File: config.mk
export PLATFORM = sky130hd
export DESIGN_NAME = multdiv_ctrl
export DESIGN_NICKNAME = d
export VERILOG_FILES = /design/src/rtl/multdiv_ctrl.sv
export SDC_FILE = /design/constraint.sdc
export NUM_CORES = 1
export LEC_CHECK = 0
export BUFFER_PORTS_ARGS = -buffer_cell sky130_fd_sc_hd__buf_4
export CORE_MARGIN = 2
export CORE_UTILIZATION = 55
export CTS_CLUSTER_DIAMETER = 50
export DETAILED_ROUTE_END_ITERATION = 10
export GPL_TIMING_DRIVEN = 0
export HOLD_SLACK_MARGIN = 0.02
export PLACE_DENSITY = 0.8
export SYNTH_ARGS = -nofsm -noshare
export SYNTH_HDL_FRONTEND = slang
export SYNTH_SLANG_ARGS = --single-unit
File: constraint.sdc
create_clock -name clock -period 2.7 [get_ports clock]
set_input_delay 0.54 -clock clock [delete_from_list [all_inputs] [get_ports clock]]
set_output_delay 0.54 -clock clock [all_outputs]
set_load 0.02 [all_outputs]
File: src/rtl/multdiv_ctrl.sv
// multdiv_ctrl: sequential signed 32x32 multiply / divide controller that
// borrows an external 32-bit carry-lookahead adder, one operation at a time.
// Every accepted operation walks IDLE -> LOAD(2) -> ITER(32) -> FIX -> DONE,
// so data_resultRDY pulses a fixed 36 cycles after the accept edge.
// Build option: define MULTDIV_DIVIDE_EN to include the restoring-divide
// datapath. Without it, an accepted divide reports data_exception=1 and
// data_result=0 one cycle after accept.
// Handshake: a start (ctrl_MULT/ctrl_DIV) is taken only while busy=0; starts
// seen while busy=1 are dropped. data_result/data_exception are valid on the
// single-cycle data_resultRDY pulse and hold until the next accepted start.
module multdiv_ctrl #(
    parameter int ITER = 32
) (
    input  logic        clock,
    input  logic        reset,
    input  logic        ctrl_MULT,
    input  logic        ctrl_DIV,
    input  logic [31:0] data_operandA,
    input  logic [31:0] data_operandB,
    output logic [31:0] adder_a,
    output logic [31:0] adder_b,
    output logic        adder_sub,
    output logic        adder_en,
    input  logic [31:0] adder_sum,
    output logic [31:0] data_result,
    output logic        data_exception,
    output logic        data_resultRDY,
    output logic        busy,
    output logic [2:0]  dbg_state
);

    typedef enum logic [2:0] {
        ST_IDLE = 3'd0,
        ST_LOAD = 3'd1,
        ST_ITER = 3'd2,
        ST_FIX  = 3'd3,
        ST_DONE = 3'd4
    } state_t;

    localparam logic [4:0] LAST_ITER = 5'(ITER - 1);

    state_t      state;
    logic        load_step;   // 0: magnitude of A, 1: magnitude of B
    logic [4:0]  cnt;
    logic        sign;        // sign of the final result
    logic [31:0] op_a;
    logic [31:0] op_b;
    logic [63:0] prod;        // mult: {high, multiplier}; div: {rem, quo}
    logic [31:0] mcand;       // multiplicand or divisor magnitude
    logic [31:0] res_q;
    logic        exc_q;
    logic [31:0] ld_x;
    logic        mul_cout;
    logic        mult_ovf;
`ifdef MULTDIV_DIVIDE_EN
    logic        is_div;
    logic        div0;
    logic        div_borrow;
`endif

    assign dbg_state = state;

    // Carry out of the unsigned add, rebuilt from the adder's top bits.
    assign mul_cout = (adder_a[31] & adder_b[31]) |
                      ((adder_a[31] ^ adder_b[31]) & ~adder_sum[31]);

    // Product magnitude does not fit the signed 32-bit range.
    assign mult_ovf = sign ? ((|prod[63:32]) | (prod[31] & (|prod[30:0])))
                           : (|prod[63:31]);

`ifdef MULTDIV_DIVIDE_EN
    // Borrow out of a-b: set when the shifted remainder is below the divisor.
    assign div_borrow = (~adder_a[31] & adder_b[31]) |
                        (~(adder_a[31] ^ adder_b[31]) & adder_sum[31]);
`endif

    // Adder operand steering; all drives are zero outside LOAD/ITER/FIX.
    always_comb begin
        adder_a   = '0;
        adder_b   = '0;
        adder_sub = 1'b0;
        adder_en  = 1'b0;
        ld_x      = load_step ? op_b : op_a;
        case (state)
            ST_LOAD: begin
                adder_en  = 1'b1;
                adder_sub = ld_x[31];
                adder_a   = ld_x[31] ? '0 : ld_x;
                adder_b   = ld_x[31] ? ld_x : '0;
            end
            ST_ITER: begin
                adder_en = 1'b1;
`ifdef MULTDIV_DIVIDE_EN
                if (is_div) begin
                    adder_a   = prod[62:31];
                    adder_b   = mcand;
                    adder_sub = 1'b1;
                end else begin
                    adder_a = prod[63:32];
                    adder_b = prod[0] ? mcand : '0;
                end
`else
                adder_a = prod[63:32];
                adder_b = prod[0] ? mcand : '0;
`endif
            end
            ST_FIX: begin
                adder_en  = 1'b1;
                adder_sub = sign;
                adder_a   = sign ? '0 : prod[31:0];
                adder_b   = sign ? prod[31:0] : '0;
            end
            default: begin
                adder_en = 1'b0;
            end
        endcase
    end

    // Control FSM with the datapath registers and registered outputs.
    always_ff @(posedge clock) begin
        if (reset) begin
            state          <= ST_IDLE;
            load_step      <= 1'b0;
            cnt            <= '0;
            sign           <= 1'b0;
            op_a           <= '0;
            op_b           <= '0;
            prod           <= '0;
            mcand          <= '0;
            res_q          <= '0;
            exc_q          <= 1'b0;
            data_result    <= '0;
            data_exception <= 1'b0;
            data_resultRDY <= 1'b0;
            busy           <= 1'b0;
`ifdef MULTDIV_DIVIDE_EN
            is_div         <= 1'b0;
            div0           <= 1'b0;
`endif
        end else begin
            data_resultRDY <= 1'b0;
            case (state)
                ST_IDLE: begin
                    if (ctrl_MULT || ctrl_DIV) begin
                        op_a           <= data_operandA;
                        op_b           <= data_operandB;
                        sign           <= data_operandA[31] ^ data_operandB[31];
                        load_step      <= 1'b0;
                        cnt            <= '0;
                        data_result    <= '0;
                        data_exception <= 1'b0;
                        busy           <= 1'b1;
`ifdef MULTDIV_DIVIDE_EN
                        is_div         <= ~ctrl_MULT;
                        state          <= ST_LOAD;
`else
                        if (ctrl_MULT) begin
                            state <= ST_LOAD;
                        end else begin
                            res_q <= '0;
                            exc_q <= 1'b1;
                            state <= ST_DONE;
                        end
`endif
                    end
                end
                ST_LOAD: begin
                    if (!load_step) begin
                        prod      <= {32'b0, adder_sum};
                        load_step <= 1'b1;
                    end else begin
                        mcand <= adder_sum;
`ifdef MULTDIV_DIVIDE_EN
                        div0  <= (adder_sum == '0);
`endif
                        state <= ST_ITER;
                    end
                end
                ST_ITER: begin
`ifdef MULTDIV_DIVIDE_EN
                    if (is_div) begin
                        if (!div_borrow) prod <= {adder_sum, prod[30:0], 1'b1};
                        else             prod <= {adder_a, prod[30:0], 1'b0};
                    end else begin
                        prod <= {mul_cout, adder_sum, prod[31:1]};
                    end
`else
                    prod <= {mul_cout, adder_sum, prod[31:1]};
`endif
                    cnt <= cnt + 5'd1;
                    if (cnt == LAST_ITER) state <= ST_FIX;
                end
                ST_FIX: begin
`ifdef MULTDIV_DIVIDE_EN
                    if (is_div) begin
                        res_q <= div0 ? '0 : adder_sum;
                        exc_q <= div0 | (~sign & prod[31]);
                    end else begin
                        res_q <= adder_sum;
                        exc_q <= mult_ovf;
                    end
`else
                    res_q <= adder_sum;
                    exc_q <= mult_ovf;
`endif
                    state <= ST_DONE;
                end
                ST_DONE: begin
                    data_result    <= res_q;
                    data_exception <= exc_q;
                    data_resultRDY <= 1'b1;
                    busy           <= 1'b0;
                    state          <= ST_IDLE;
                end
                default: state <= ST_IDLE;
            endcase
        end
    end

endmodule

# Yosys cells after proc, flatten, opt, wreduce, memory -nomap -nowiden
# Index checks and enable logic that the tools add are counted.
[word_totals]
regBits = 238
input_bits = 100
[classes]
n_reduce_logical = 19
bitwise_logic = 8
mux = 34
n_eq_ne = 10
n_addsub = 1
[ops]
columns = ["operator", "n"]
rows = [
  ["2-to-1 mux 32 bit", 8],
  ["one-hot mux 32 bit (3 select lines)", 2],
  ["one-hot mux 32 bit (2 select lines)", 2],
  ["one-hot mux 64 bit (2 select lines)", 1],
  ["2-to-1 mux 64 bit", 1],
  ["OR reduction 33 bit", 1],
  ["OR reduction 32 bit", 1],
  ["2-to-1 mux 31 bit", 1],
  ["OR reduction 31 bit", 1],
  ["2-to-1 mux 3 bit", 4],
  ["one-hot mux 3 bit (4 select lines)", 1],
  ["AND reduction 2 bit", 6],
  ["!= test 2 bit (second input constant)", 5],
  ["one-hot mux 1 bit (2 select lines)", 5],
  ["one-hot mux 5 bit (2 select lines)", 1],
  ["nonzero test 2 bit", 5],
  ["2-to-1 mux 1 bit", 7],
  ["equality test 3 x 2 -> 1 bit (second input constant)", 2],
  ["AND reduction 3 bit", 2],
  ["adder 5 x 1 -> 5 bit (second input constant)", 1],
  ["equality test 5 bit (second input constant)", 1],
  ["2-to-1 mux 5 bit", 1],
  ["AND 1 bit", 3],
  ["equality test 3 x 1 -> 1 bit (second input constant)", 1],
  ["7 further kinds", 9],
]

# Longest topological paths before layout
[depth]
word_depth = 7
mapped_depth = 11

# Worst setup path after synthesis
# OpenSTA, ideal clock, no wires.
[synth_path]
kind = "register -> register"
start = "register state[1], in the netlist dbg_state[1]"
end = "register prod[63]"
arrival_ps = 2306
required_time_ps = 2568
stages_incl_launch_ff = 11
setup_slack_ps = 262
setup_ps = 132
cell_sequence = "dfxtp_1 buf_4 or3b_4 nor2_1 buf_2 a22oi_1 nand2_1 ha_1 nor2b_1 o21ai_0 a21oi_1"
[synth_via]
elab_chain_cells = 6
[synth_lines]
columns = ["element", "line", "source"]
rows = [
  ["start: declaration", "42", "state_t state;"],
  ["start signal: assignment", "122", "state <= ST_IDLE;"],
  ["start signal: assignment", "158", "state <= ST_LOAD;"],
  ["start signal: assignment", "162", "state <= ST_DONE;"],
  ["equality test 3 x 2 -> 1 bit or equality test 3 x 1 -> 1 bit (tied branches)", "84", "case (state)"],
  ["one-hot mux 32 bit (3 select lines) (*)", "84", ""],
  ["named net adder_b[31]", "21", "output logic [31:0] adder_b,"],
  ["XOR 1 bit", "65", "((adder_a[31] ^ adder_b[31]) & ~adder_sum[31]);"],
  ["AND 1 bit", "65", ""],
  ["OR 1 bit (*)", "64", "assign mul_cout = (adder_a[31] & adder_b[31]) |"],
  ["one-hot mux 64 bit (2 select lines) (*)", "142", "case (state)"],
  ["end signal: assignment", "169", "prod <= {32'b0, adder_sum};"],
  ["end signal: assignment", "188", "prod <= {mul_cout, adder_sum, prod[31:1]};"],
  ["end: declaration", "48", "logic [63:0] prod;"],
]
# Mark *: on every way through the listed nets, which the timed path passes. The rest lies on a longest branch.
# A chain may end at the register's enable or synchronous reset.

# Final worst setup path
[layout_path]
start = "register state[2], in the netlist dbg_state[2]"
end = "output port adder_a[7]"
[layout_via]
elab_chain_cells = 2
[layout_lines]
columns = ["element", "line", "source"]
rows = [
  ["equality test 3 x 2 -> 1 bit or equality test 3 x 1 -> 1 bit (tied branches)", "84", ""],
  ["one-hot mux 32 bit (3 select lines) (*)", "84", ""],
  ["end: declaration", "20", "output logic [31:0] adder_a,"],
]
# Mark *: on every way between the ends. The rest lies on a longest branch, timed or not.

==> flow_summary.ini <==
[outcome]
outcome = complete, but fails checks
violations = setup timing

[detailed_routing]
num_vias = 10549
drc = 0
ant_nets = 0
drt_wl_total_um = 35440
viasPerCell = 6.272
drtIter0Drc = 1308
avgRoutedWirePerCell_um = 21.07
drt_pass1_iterations = 8

[placed_design]
place_congestion = 0.9527
dp_slack_ns = -0.09843
io_buffers = 202
hpwl_um = 24470

[critical_path]
cp.arrival_ns = 2.28
cp-end-kind = output port
worst_ep_required_time_ns = 2.16
path_max_fanout = 10
startpoint_type = flip-flop
worst-setup-path-type = reg -> out

[timing]
skew_ns = 0.02323
finalCriticalPeriod_ns = 2.825
final_max_slew_viol_count = 0
max_slew_margin = 0.2867
fin_setup_tns_ns = -0.8034
setup_viol = 23
fin_ws_ns = -0.1249
fmax_mhz = 354.0
hold_viol_final = 0
max_slew.worst_pin.slew_ns = 1.061
final.period_utilization = 1.046
rsz0062_at_grt = true

[grt]
grt_first_pass_wirelength_um = 51550
grt_antenna_before_repair = 0
globalRouteOverflowTotal = 0
grt_pass1_vias = 9574
grt_max_degree = 14
track_usage = 0.3523

[die]
dieArea_um2 = 18900
start_util = 0.5647
core_area_um2 = 17360
io_pins = 204
die_x_um = 137.5
rows = 48
die_y_um = 137.5

[clocking]
clockRootBuffer = clkbuf_16
numCtsBuffers = 25
cts_num_sinks = 238
clk_latency_ns = 0.53
clk_pin_slew_ns = 0.06
clk_path_buf_depth = 3
htreeDepth = 1
cts_tree = built

[synthesis]
synthArstFlopShare = 0
ys_seq_area_frac = 0.4861
ys_seq_elements = 238
ys_types = 45
synth_enable_flop_cells = 0
ys.flop_type = dfxtp_1
synth_area_um2 = 9801
synthesis.nets = 1282
yosysWarnings = 0
synth_area_per_cell_um2 = 8.313
syn-instance-count = 1179

[cells_and_area]
post_route_cells_drive_above_1_share = 0.2780
fill_cells = 1236
diodes = 0
fin_nets = 1543
area_growth_pct = 35.89
fin_util = 0.7673

[power_and_ir_drop]
powerDensity_nw_per_um2 = 654.2
p_total_mw = 8.713
power.leakage_nw = 5.203
vdd_drop_max_mv = 0.4718

[worst_hold_path]
holdCritPathClass = in -> reg

[run]
maxCapViolations = 0
==> layer usage <==
metal  wire length (um)  GRT usage  vias up
met4               1743     0.1529        0
met1              13550     0.4660     4858
met3               4032    0.06549      167
met2              16120     0.5638      797
li1                   -          -     4727
met5                  0          0        -
==> power breakdown <==
| part | switching (mW) | internal, mW |
|---|---|---|
| logic | 0.808 | 0.481 |
| registers | 0.189 | 3.69 |
| clock network | 1.43 | 2.11 |
==> layout make-up <==
| type | count | area (um2) | area share |
|---|---|---|---|
| multi-input combinational | 832 | 4892 | 0.3673 |
| sequential | 238 | 4776 | 0.3586 |
| timing repair buffer | 237 | 1916 | 0.1438 |
| clock buffer | 37 | 750.7 | 0.05637 |
| buffer | 102 | 588.1 | 0.04416 |
| tap | 225 | 281.5 | 0.02114 |
| clock inverter | 7 | 98.84 | 0.007422 |
| inverter | 4 | 15.01 | 0.001127 |
==> stage by stage <==
stage,std cells,area (um2),hold WS [ns]
6_report,1682,13320,0.2561
3_3_place_gp,1606,11600,0.4413
2_1_floorplan,1179,9801,0.4329
3_5_place_dp,1606,11600,0.4461
4_1_cts,1664,12870,0.2538
5_1_grt,1682,13320,0.2579
==> path summary, 6_finish.rpt <==
check | start | slack (ns) | cells after the start | endpoint
worst max-delay path | dbg_state[2] | -0.12 | 7 | adder_a[7]
worst min-delay path | data_operandA[18] | 0.26 | 3 | op_a[18]
worst max register to register | dbg_state[1] | 0.12 | 8 | op_a[30]
worst min register to register | op_b[12] | 0.45 | 2 | op_b[12]
==> cells by family after synthesis <==
group	share of synthesized area
AND/OR/NAND/NOR	0.1789
flip-flops	0.4861
multiplexers	0.03396
adder cells (fa/ha/maj)	0.003830
XOR/XNOR	0.0008938
AO/OA/AOI/OAI	0.2487
buffers and inverters	0.04762
==> placed cells by master (no fill, tap or decap), types with 31 or more instances in the layout <==
| master | instances |
|---|---|
| a21oi_1 | 107 |
| a22o_1 | 33 |
| a22oi_1 | 93 |
| a311oi_1 | 32 |
| buf_4 | 216 |
| buf_6 | 31 |
| clkbuf_1 | 58 |
| dfxtp_1 | 235 |
| nand2_1 | 265 |
| nor2_1 | 111 |
==> state kept, by name, indices dropped and copies added (netlist names), 3 cells and up <==
signal       flops
cnt              5
data_result     32
dbg_state        3
mcand           32
op_a            32
op_b            32
prod            64
res_q           32
==> cell usage after synthesis (2+ instances only) <==
cell / instances / area [um2]
a311oi_1: 32 / 280.3
buf_6: 3 / 33.78
nand3_1: 7 / 35.03
nor3b_2: 3 / 37.54
nor2_1: 112 / 420.4
nor3_1: 3 / 15.01
a21oi_1: 107 / 535.5
a22oi_1: 123 / 923.4
nand4_1: 3 / 18.77
inv_1: 4 / 15.01
and2_1: 2 / 12.51
mux2i_1: 31 / 310.3
ha_1: 3 / 37.54
o21ai_0: 60 / 300.3
a221o_1: 2 / 20.02
buf_1: 7 / 26.28
nor2b_1: 2 / 12.51
buf_2: 25 / 125.1
dfxtp_1: 238 / 4765
or3b_4: 2 / 22.52
o21ai_1: 4 / 20.02
clkbuf_1: 69 / 259.0
nand2_1: 266 / 998.5
mux2_2: 2 / 22.52
nor4b_1: 2 / 17.52
nor4_1: 15 / 93.84
a22o_1: 33 / 289.0
a211oi_1: 2 / 15.01
==> timing repair <==
action                                  in CTS  in global routing
setup buffers                               14                 16
pin swaps                                    5                 16
hold buffers                                 0                  0
resized for setup                          133                 85
endpoints found under the setup margin      65                 61
gates cloned                                 2                  4
==> critical path: stages, from the launching register on <==
cell and delay, ns:
dfxtp_4 0.40, and3b_2 0.27, nor2b_1 0.14, clkbuf_2 0.17, buf_6 0.18, a22oi_1 0.22
o21ai_1 0.19, buf_4 0.20
No activity file was read; power rests on OpenSTA's default activity.
